`config.mk`:
```
export PLATFORM = sky130hd
export DESIGN_NAME = program_loader
export DESIGN_NICKNAME = d
export VERILOG_FILES = /design/src/rtl/bip_pkg.sv /design/src/rtl/word_assembler.sv /design/src/rtl/program_loader.sv
export SDC_FILE = /design/constraint.sdc
export NUM_CORES = 1
export LEC_CHECK = 0
export CORE_ASPECT_RATIO = 0.75
export CORE_MARGIN = 1
export CORE_UTILIZATION = 45
export DETAILED_ROUTE_END_ITERATION = 16
export HOLD_SLACK_MARGIN = 0.15
export PLACE_DENSITY = 0.76
export SYNTH_ARGS = -nofsm -noshare
export SYNTH_HDL_FRONTEND = slang
export SYNTH_SLANG_ARGS = --single-unit
```
`constraint.sdc`:
```
create_clock -name clk -period 2.06 [get_ports clk]
set_clock_uncertainty 0.15 [all_clocks]
set_input_delay 0.309 -clock clk [delete_from_list [all_inputs] [get_ports clk]]
set_output_delay 0.309 -clock clk [all_outputs]
set_load 0.03 [all_outputs]
```
`src/rtl/bip_pkg.sv`:
```
// Shared definitions for the BIP instruction set: word layout, opcodes and loader FSM states.
// Used by the program loader and by the instruction decoder.
package bip_pkg;

  localparam int OPCODE_W  = 5;
  localparam int OPERAND_W = 11;
  localparam int INSTR_W   = OPCODE_W + OPERAND_W;

  localparam logic [OPCODE_W-1:0] HLT  = 5'b00000;
  localparam logic [OPCODE_W-1:0] LDA  = 5'b00001;
  localparam logic [OPCODE_W-1:0] STA  = 5'b00010;
  localparam logic [OPCODE_W-1:0] ADD  = 5'b00011;
  localparam logic [OPCODE_W-1:0] SUB  = 5'b00100;
  localparam logic [OPCODE_W-1:0] LDI  = 5'b00101;
  localparam logic [OPCODE_W-1:0] ADDI = 5'b00110;
  localparam logic [OPCODE_W-1:0] SUBI = 5'b00111;

  typedef enum logic [2:0] {
    LD_IDLE,
    LD_WAIT_HI,
    LD_WAIT_LO,
    LD_WRITE,
    LD_DONE
  } loader_state_e;

  function automatic logic [OPCODE_W-1:0] opcode_of(input logic [INSTR_W-1:0] instr);
    return instr[INSTR_W-1 -: OPCODE_W];
  endfunction

endpackage

```
`src/rtl/word_assembler.sv`:
```
// Byte-pair latch for the program loader: the high byte arrives first, then the low byte.
// word_valid_o strobes combinationally in the cycle the low byte is accepted.
module word_assembler
  import bip_pkg::*;
(
  input  logic               clk,
  input  logic               reset_n,
  input  logic               clear_i,
  input  logic               byte_valid_i,
  input  logic [7:0]         byte_i,
  output logic [INSTR_W-1:0] word_o,
  output logic               word_valid_o
);

  logic [7:0] hi_q, hi_d;
  logic [7:0] lo_q, lo_d;
  logic       lo_next_q, lo_next_d;

  always_comb begin
    hi_d      = hi_q;
    lo_d      = lo_q;
    lo_next_d = lo_next_q;
    if (clear_i) begin
      hi_d      = 8'h00;
      lo_d      = 8'h00;
      lo_next_d = 1'b0;
    end else if (byte_valid_i) begin
      if (lo_next_q) lo_d = byte_i;
      else           hi_d = byte_i;
      lo_next_d = ~lo_next_q;
    end
  end

  always_ff @(posedge clk or negedge reset_n) begin
    if (!reset_n) begin
      hi_q      <= 8'h00;
      lo_q      <= 8'h00;
      lo_next_q <= 1'b0;
    end else begin
      hi_q      <= hi_d;
      lo_q      <= lo_d;
      lo_next_q <= lo_next_d;
    end
  end

  assign word_o       = {hi_q, lo_q};
  assign word_valid_o = byte_valid_i && lo_next_q && !clear_i;

endmodule

```
`src/rtl/program_loader.sv`:
```
// Program-memory writer: assembles UART byte pairs into instruction words and holds the CPU in reset
// until an HLT word is stored. Define OPCODE_CHECK_EN to reject words with opcodes above SUBI.
module program_loader
  import bip_pkg::*;
#(
  parameter int ADDR_W    = 11,
  parameter int MEM_DEPTH = 2048
) (
  input  logic               clk,
  input  logic               reset_n,
  input  logic               start,
  input  logic [7:0]         rx_data,
  input  logic               rx_done,
  output logic               mem_we,
  output logic [ADDR_W-1:0]  mem_addr,
  output logic [INSTR_W-1:0] mem_wdata,
  output logic               cpu_rst,
  output logic               busy,
  output logic               done,
  output logic               err_overflow,
`ifdef OPCODE_CHECK_EN
  output logic               err_opcode,
`endif
  output logic [ADDR_W:0]    word_count
);

  localparam logic [ADDR_W-1:0] LAST_ADDR = ADDR_W'(MEM_DEPTH - 1);
  localparam logic [ADDR_W:0]   DEPTH_CNT = (ADDR_W + 1)'(MEM_DEPTH);

  loader_state_e        state_q, state_d;
  logic [ADDR_W-1:0]    addr_q, addr_d;
  logic [ADDR_W:0]      count_q, count_d;
  logic                 ovf_q, ovf_d;
  logic                 asm_clear, byte_accept, word_valid;
  logic [INSTR_W-1:0]   word;
  logic                 is_hlt, at_last, rejected, err_any;

  word_assembler u_word_assembler (
    .clk          (clk),
    .reset_n      (reset_n),
    .clear_i      (asm_clear),
    .byte_valid_i (byte_accept),
    .byte_i       (rx_data),
    .word_o       (word),
    .word_valid_o (word_valid)
  );

  assign is_hlt  = (opcode_of(word) == HLT);
  assign at_last = (addr_q == LAST_ADDR);

`ifdef OPCODE_CHECK_EN
  logic opc_err_q, opc_err_d;

  assign rejected   = (opcode_of(word) > SUBI);
  assign err_any    = ovf_q | opc_err_q;
  assign err_opcode = opc_err_q;

  always_ff @(posedge clk or negedge reset_n) begin
    if (!reset_n) opc_err_q <= 1'b0;
    else          opc_err_q <= opc_err_d;
  end
`else
  assign rejected = 1'b0;
  assign err_any  = ovf_q;
`endif

  always_comb begin
    state_d     = state_q;
    addr_d      = addr_q;
    count_d     = count_q;
    ovf_d       = ovf_q;
`ifdef OPCODE_CHECK_EN
    opc_err_d   = opc_err_q;
`endif
    asm_clear   = 1'b0;
    byte_accept = 1'b0;
    mem_we      = 1'b0;
    case (state_q)
      LD_IDLE, LD_DONE: begin
        if (start) begin
          state_d   = LD_WAIT_HI;
          addr_d    = '0;
          count_d   = '0;
          ovf_d     = 1'b0;
`ifdef OPCODE_CHECK_EN
          opc_err_d = 1'b0;
`endif
          asm_clear = 1'b1;
        end
      end
      LD_WAIT_HI: begin
        if (rx_done) begin
          byte_accept = 1'b1;
          state_d     = LD_WAIT_LO;
        end
      end
      LD_WAIT_LO: begin
        byte_accept = rx_done;
        if (word_valid) state_d = LD_WRITE;
      end
      LD_WRITE: begin
        if (rejected) begin
`ifdef OPCODE_CHECK_EN
          opc_err_d = 1'b1;
`endif
          state_d = LD_DONE;
        end else begin
          mem_we = 1'b1;
          // The address holds at the last slot so it never wraps past the memory.
          if (!at_last)              addr_d  = addr_q + 1'b1;
          if (count_q != DEPTH_CNT)  count_d = count_q + 1'b1;
          if (is_hlt) begin
            state_d = LD_DONE;
          end else if (at_last) begin
            ovf_d   = 1'b1;
            state_d = LD_DONE;
          end else if (rx_done) begin
            byte_accept = 1'b1;
            state_d     = LD_WAIT_LO;
          end else begin
            state_d = LD_WAIT_HI;
          end
        end
      end
      default: state_d = LD_IDLE;
    endcase
  end

  always_ff @(posedge clk or negedge reset_n) begin
    if (!reset_n) begin
      state_q <= LD_IDLE;
      addr_q  <= '0;
      count_q <= '0;
      ovf_q   <= 1'b0;
    end else begin
      state_q <= state_d;
      addr_q  <= addr_d;
      count_q <= count_d;
      ovf_q   <= ovf_d;
    end
  end

  assign mem_addr     = addr_q;
  assign mem_wdata    = word;
  assign busy         = (state_q == LD_WAIT_HI) || (state_q == LD_WAIT_LO) || (state_q == LD_WRITE);
  assign done         = (state_q == LD_DONE);
  assign err_overflow = ovf_q;
  assign word_count   = count_q;
  assign cpu_rst      = !(done && !err_any);

endmodule

```
# Word level (Yosys, flattened, before mapping)
# Cells that the tools add are included.
totals:
  out_inout_bits: 44
  regBits: 44
  elab_cells: 76
  inputBits: 12
classes:
  eq_ne: 14
  mux: 32
  n_reduce_logical: 20
  bitwise: 1
  add_sub_neg: 2
ops:
  columns: ["operator", "count"]
  rows:
  - ["8-bit 2-to-1 mux", 6]
  - ["12-bit 2-to-1 mux", 2]
  - ["12-bit one-hot mux with 2 select lines", 1]
  - ["11-bit 2-to-1 mux", 2]
  - ["11-bit one-hot mux with 2 select lines", 1]
  - ["3-bit 2-to-1 mux", 5]
  - ["12-bit by 1-bit adder with 12-bit output, second input constant", 1]
  - ["12-bit != test, second input constant", 1]
  - ["2-bit != test, second input constant", 6]
  - ["3-bit one-hot mux with 4 select lines", 1]
  - ["11-bit by 1-bit adder with 11-bit output, second input constant", 1]
  - ["11-bit equality test, second input constant", 1]
  - ["1-bit 2-to-1 mux", 11]
  - ["3-bit AND reduction", 3]
  - ["3-bit by 2-bit equality test with 1-bit output, second input constant", 2]
  - ["2-bit nonzero test", 3]
  - ["5-bit zero test", 1]
  - ["2-bit by 1-bit != test with 1-bit output, second input constant", 2]
  - ["2-bit AND reduction", 2]
  - ["4-bit AND reduction", 1]
  - ["3-bit by 1-bit equality test with 1-bit output, second input constant", 1]
  - ["3-bit equality test, second input constant", 1]
  - ["1-bit logical AND", 3]
  - ["1-bit zero test", 3]
  - ["7 further kinds", 8]

# Longest topological paths before layout
depth:
  depth_word: 8
  depth_mapped: 7
  mapped_depth_nobuf: 6

# Modules after synthesis
# Synthesis repeated with hierarchy kept, for this count alone.
unflattened:
  hier_cells: 225
  hier_area_um2: 2326.0
modules_own_cells:
  columns: ["mod", "n_inst", "area_each_um2", "cells_per_inst", "seq_area_each_um2"]
  rows:
  - ["program_loader", 1, 1534.0, 157, 675.6]
  - ["word_assembler", 1, 792.0, 68, 425.4]

# Worst setup path after synthesis
# No wires, ideal clock.
synth_path:
  kind: "register -> register"
  startpoint: "register addr_q[0] (netlist: mem_addr[0])"
  endpoint: "register u_word_assembler.hi_q[0]"
  arrival_time_ps: 1915
  path_buffers: 1
  path_slack_ps: -85
  t_required_ps: 1830
  synth_period_minus_slack_ps: 2145
  setup_ps: 80
  stages_incl_launch_ff: 7
  cell_sequence: "dfrtp_1 -> ha_1 -> nand4_1 -> or3_1 -> buf_6 -> a32oi_4 -> mux2i_1"
synth_between:
  elab_chain_len: 6
synth_lines:
  columns: ["item", "line_no", "text"]
  rows:
  - ["from (decl)", "program_loader.sv:31", "logic [ADDR_W-1:0] addr_q, addr_d;"]
  - ["from (signal assigned)", "program_loader.sv:137", "addr_q <= addr_d;"]
  - ["11-bit equality test", "program_loader.sv:49", "assign at_last = (addr_q == LAST_ADDR);"]
  - ["1-bit 2-to-1 mux", "program_loader.sv:114", "end else if (at_last) begin"]
  - ["1-bit 2-to-1 mux", "program_loader.sv:112", "if (is_hlt) begin"]
  - ["1-bit one-hot mux with 3 select lines", "program_loader.sv:78", "case (state_q)"]
  - ["2-bit nonzero test (no line)", null, null]
  - ["2-bit AND reduction (no line)", null, null]
  - ["to (signal assigned)", "word_assembler.sv:40", "hi_q <= hi_d;"]
  - ["to (decl)", "word_assembler.sv:15", "logic [7:0] hi_q, hi_d;"]
# Every way passes these cells.
# A chain may end at the register's enable or synchronous reset.

# Worst setup path in the final report
layout_path:
  startpoint: "register count_q[3] (netlist: word_count[3])"
  endpoint: "output word_count[3]"
layout_rtl:
  columns: ["item", "line_no", "text"]
  rows:
  - ["from (decl)", "program_loader.sv:32", "logic [ADDR_W:0] count_q, count_d;"]
  - ["from (signal assigned)", "program_loader.sv:138", "count_q <= count_d;"]
  - ["to (decl)", "program_loader.sv:24", "output logic [ADDR_W:0] word_count"]
# No word-level cell between the ends.

==> run_results.csv <==
group,metric,value,unit
outcome,status,"completed",
worst_setup_path,cp_top_family,"buffers and inverters",
pwr,ir_worst_vdd,0.820,mV
clocking,cts_root_buf,"clkbuf_8",
sta,drv_slew,0,
global_route,use_met3,4.13,%
worst_setup_path,crit_type,"reg2out",
routing,wl_per_cell,14.8,um
global_route,grt_antenna_before_repair,0,
yosys,synthesis.nets,251,
routing,vias,2042,
yosys,syn_inst,236,
sta,fin_crit_sh,95.9,%
placement,dp.cells,364,
cells_and_area,drive_gt1_share,16.3,%
routing,first_iter_violations,119,
placement,dpl_cell_area,0.00310,mm^2
cells_and_area,diodes,0,
global_route,grt_first_pass_wirelength,9.19,mm
pwr,share_comb_of_total_power,53.3,%
global_route,grt_busiest_layer,"met2",
cells_and_area,layout.nets,327,
clocking,cts_sinks,44,
floorplanning,core,0.00495,mm^2
sta,final-hold-violation-count,0,
sta,rsz0062_at_grt,"false",
clocking,cts_tree,"built",
worst_setup_path,critPathArrivalTime,1.52,ns
placement,dp_hpwl,4.04,mm
global_route,overflow,0,
yosys,yosysTopAreaCell,"dfrtp_1",
worst_setup_path,worst-path-buf-inv,1,
routing,drtAntennaViolNets,0,
yosys,yosys_warnings,0,
worst_setup_path,max_stage_delay,0.72,ns
clocking,cts_made_buffers,5,
pwr,power_density,1210,mW/mm^2
pwr,switching_share,42.4,%
yosys,ys_types,49,
clocking,clk-insertion-delay-late,0.30,ns
global_route,met2_usage,33.1,%
sta,fin_tns_setup,0,ns
worst_setup_path,cp-start-kind,"flip-flop",
worst_setup_path,reg2reg_slack,0.10,ns
sta,fin_crit,1.98,ns
sta,setup_viol_count_final,0,
routing,wirelength,5.50,mm
yosys,synthFlopType,"dfrtp_1",
worst_setup_path,r2r-start,"state_q[0]$_DFFE_PN0P_",
placement,portBuffers,55,
clocking,clockBufferDepth,2,
pwr,p_seq_share,32.0,%
floorplanning,core.rowCount,22,
floorplanning,pin_count,56,
yosys,synthesis.area,0.00234,mm^2
yosys,synth_edf_count,0,
clocking,clkTransAtPathRegs,0.09,ns
yosys,synthArstFlopShare,100,%
worst_setup_path,worstPathCellList,"clkdlybuf4s50_1",
global_route,grt_start_max_net_pins,45,
global_route,grt_usage,21.4,%
global_route,grt_pass1_vias,1922,
worst_setup_path,cp_max_fo,7,
cells_and_area,final_common_cell,"clkdlybuf4s50_1",
pwr,intPower,2.27,mW
worst_setup_path,worstSetupEndpointType,"output port",
placement,place.gp.congestion,0.843,
worst_setup_path,cp_slowest_cell,"clkdlybuf4s50_1",
worst_setup_path,required,1.60,ns
cells_and_area,fin_area,0.00325,mm^2
pwr,p_sw,1.67,mW
floorplanning,die_area,0.00549,mm^2
cells_and_area,fin_cells,373,
clocking,cts_max_level,2,
sta,max_freq,506,MHz
sta,worst_pin_slew,0.502,ns
routing,vias_per_cell,5.47,
yosys,syn_avg_cell_area,9.90,um^2
global_route,grt_util_met1,31.0,%
routing,drt-pass1-iter-count,4,
yosys,synthTopCellsByArea,"dfrtp_1, mux2i_1, nand2_1",
cells_and_area,mostFrequentLayoutCells,"clkdlybuf4s50_1, dfrtp_1, nand2_1",
yosys,synth_top_area_share,47.1,%
yosys,ys_seq_area_share,47.1,%
yosys,ys_ff_latch,44,
floorplanning,dieWidth,85.2,um
sta,timing.slew.headroom,66.3,%
floorplanning,die_y,64.4,um
worst_hold_path,min_path_type,"in2async",
run,maxCapViolations,0,
clocking,post_cts_buffers,0,
pwr,p_leak,1.51,nW
worst_setup_path,rr_worst_depth,5,
pwr,total_power,3.95,mW
cells_and_area,synthToLayoutAreaGrowth,39.1,%
pwr,clock_power_share,14.7,%
worst_setup_path,timing.rr.end,"mem_addr[7]$_DFFE_PN0P_",
floorplanning,initial_core_util,47.1,%
routing,drc_errors,0,
worst_setup_path,cp-startpoint,"word_count[3]$_DFFE_PN0P_",
-- final cells by class --
cell class / count / area [um^2]
Clock buffer: 6 / 82.6
Clock inverter: 2 / 15.0
Fill cell: 397 / 1710
Inverter: 17 / 63.8
Multi-Input combinational cell: 164 / 1140
Sequential cell: 44 / 1110
Tap cell: 60 / 75.1
Timing Repair Buffer: 80 / 762
-- registers in the layout, indices dropped and copies added (netlist names) --
signal	flops
u_word_assembler.hi_q	8
u_word_assembler.lo_q	8
mem_addr	11
word_count	12
u_word_assembler.lo_next_q	1
state_q	3
err_overflow	1
-- stage by stage --
stage	hold slack, ns	utilization, %	setup WS, ns
6_report	0.366	65.6	0.0841
5_1_grt	0.384	65.6	0.0141
4_1_cts	0.367	64.8	0.0105
3_5_place_dp	0.156	62.5	-0.258
3_3_place_gp	0.155	62.5	-0.223
2_1_floorplan	-0.137	-	0.000198
-- power by group through the flow --
stage          clock, mW  sequential [mW]  combinational [mW]
2_1_floorplan          0             1.58               0.934
3_3_place_gp           0             1.27                2.01
3_5_place_dp           0             1.27                2.05
4_1_cts            0.587             1.25                2.06
5_1_grt            0.628             1.29                2.25
6_report           0.581             1.26                2.10
-- synthesized netlist by cell type (3+ instances only) --
cell type,count
nand2_1,31
nor2_1,13
clkbuf_1,4
and3_1,3
xnor2_1,4
o21ai_0,4
inv_1,17
or4_1,4
nand2b_1,4
nor4_1,4
buf_6,3
nor3_1,5
ha_1,3
a21oi_1,9
a32o_1,3
a21o_1,3
nand4_1,3
dfrtp_1,44
xor2_1,3
o31ai_1,5
nand3_1,9
mux2i_1,20
-- per-layer routing --
| layer | vias up | wire [um] |
|---|---|---|
| li1 | 995 | - |
| met1 | 998 | 2750 |
| met2 | 45 | 2460 |
| met3 | 4 | 262 |
| met4 | 0 | 33 |
| met5 | - | 0 |
-- kinds of logic after synthesis --
kind of cell | after synthesis | share of synthesized area [%]
xor gates and xnor gates | 7 | 2.62
and+or+nand+nor | 90 | 19.9
adders and majority gates | 3 | 1.61
muxes | 20 | 8.57
buffers and inverters | 28 | 5.68
DFF | 44 | 47.1
AOI/OAI and AO/OA | 44 | 14.5
-- worst min-delay path, cell delays in order --
cell           delay (ns)
dlygate4sd3_1        0.52
buf_2                0.12
buf_12               0.24
-- how the worst max path moves through the flow --
stage / cells after the start / endpoint / slack (ns)
floorplan: 5 / u_word_assembler.hi_q[0]$_DFFE_PN0P_ / 0.0002
global route: 6 / word_count[6]$_DFFE_PN0P_ / 0.01
detailed placement: 6 / word_count[6]$_DFFE_PN0P_ / -0.26
CTS: 6 / word_count[5]$_DFFE_PN0P_ / 0.01
finish: 1 / word_count[3] / 0.08
global placement: 6 / word_count[5]$_DFFE_PN0P_ / -0.22
-- timing repair --
item                                   in CTS  in global routing
resized for setup                           5                  8
cloned                                      0                  0
hold buffers                                1                  0
setup endpoints to repair                  12                 10
endpoints found under the hold margin      44                  0
(Power assumes the default switching activity.)
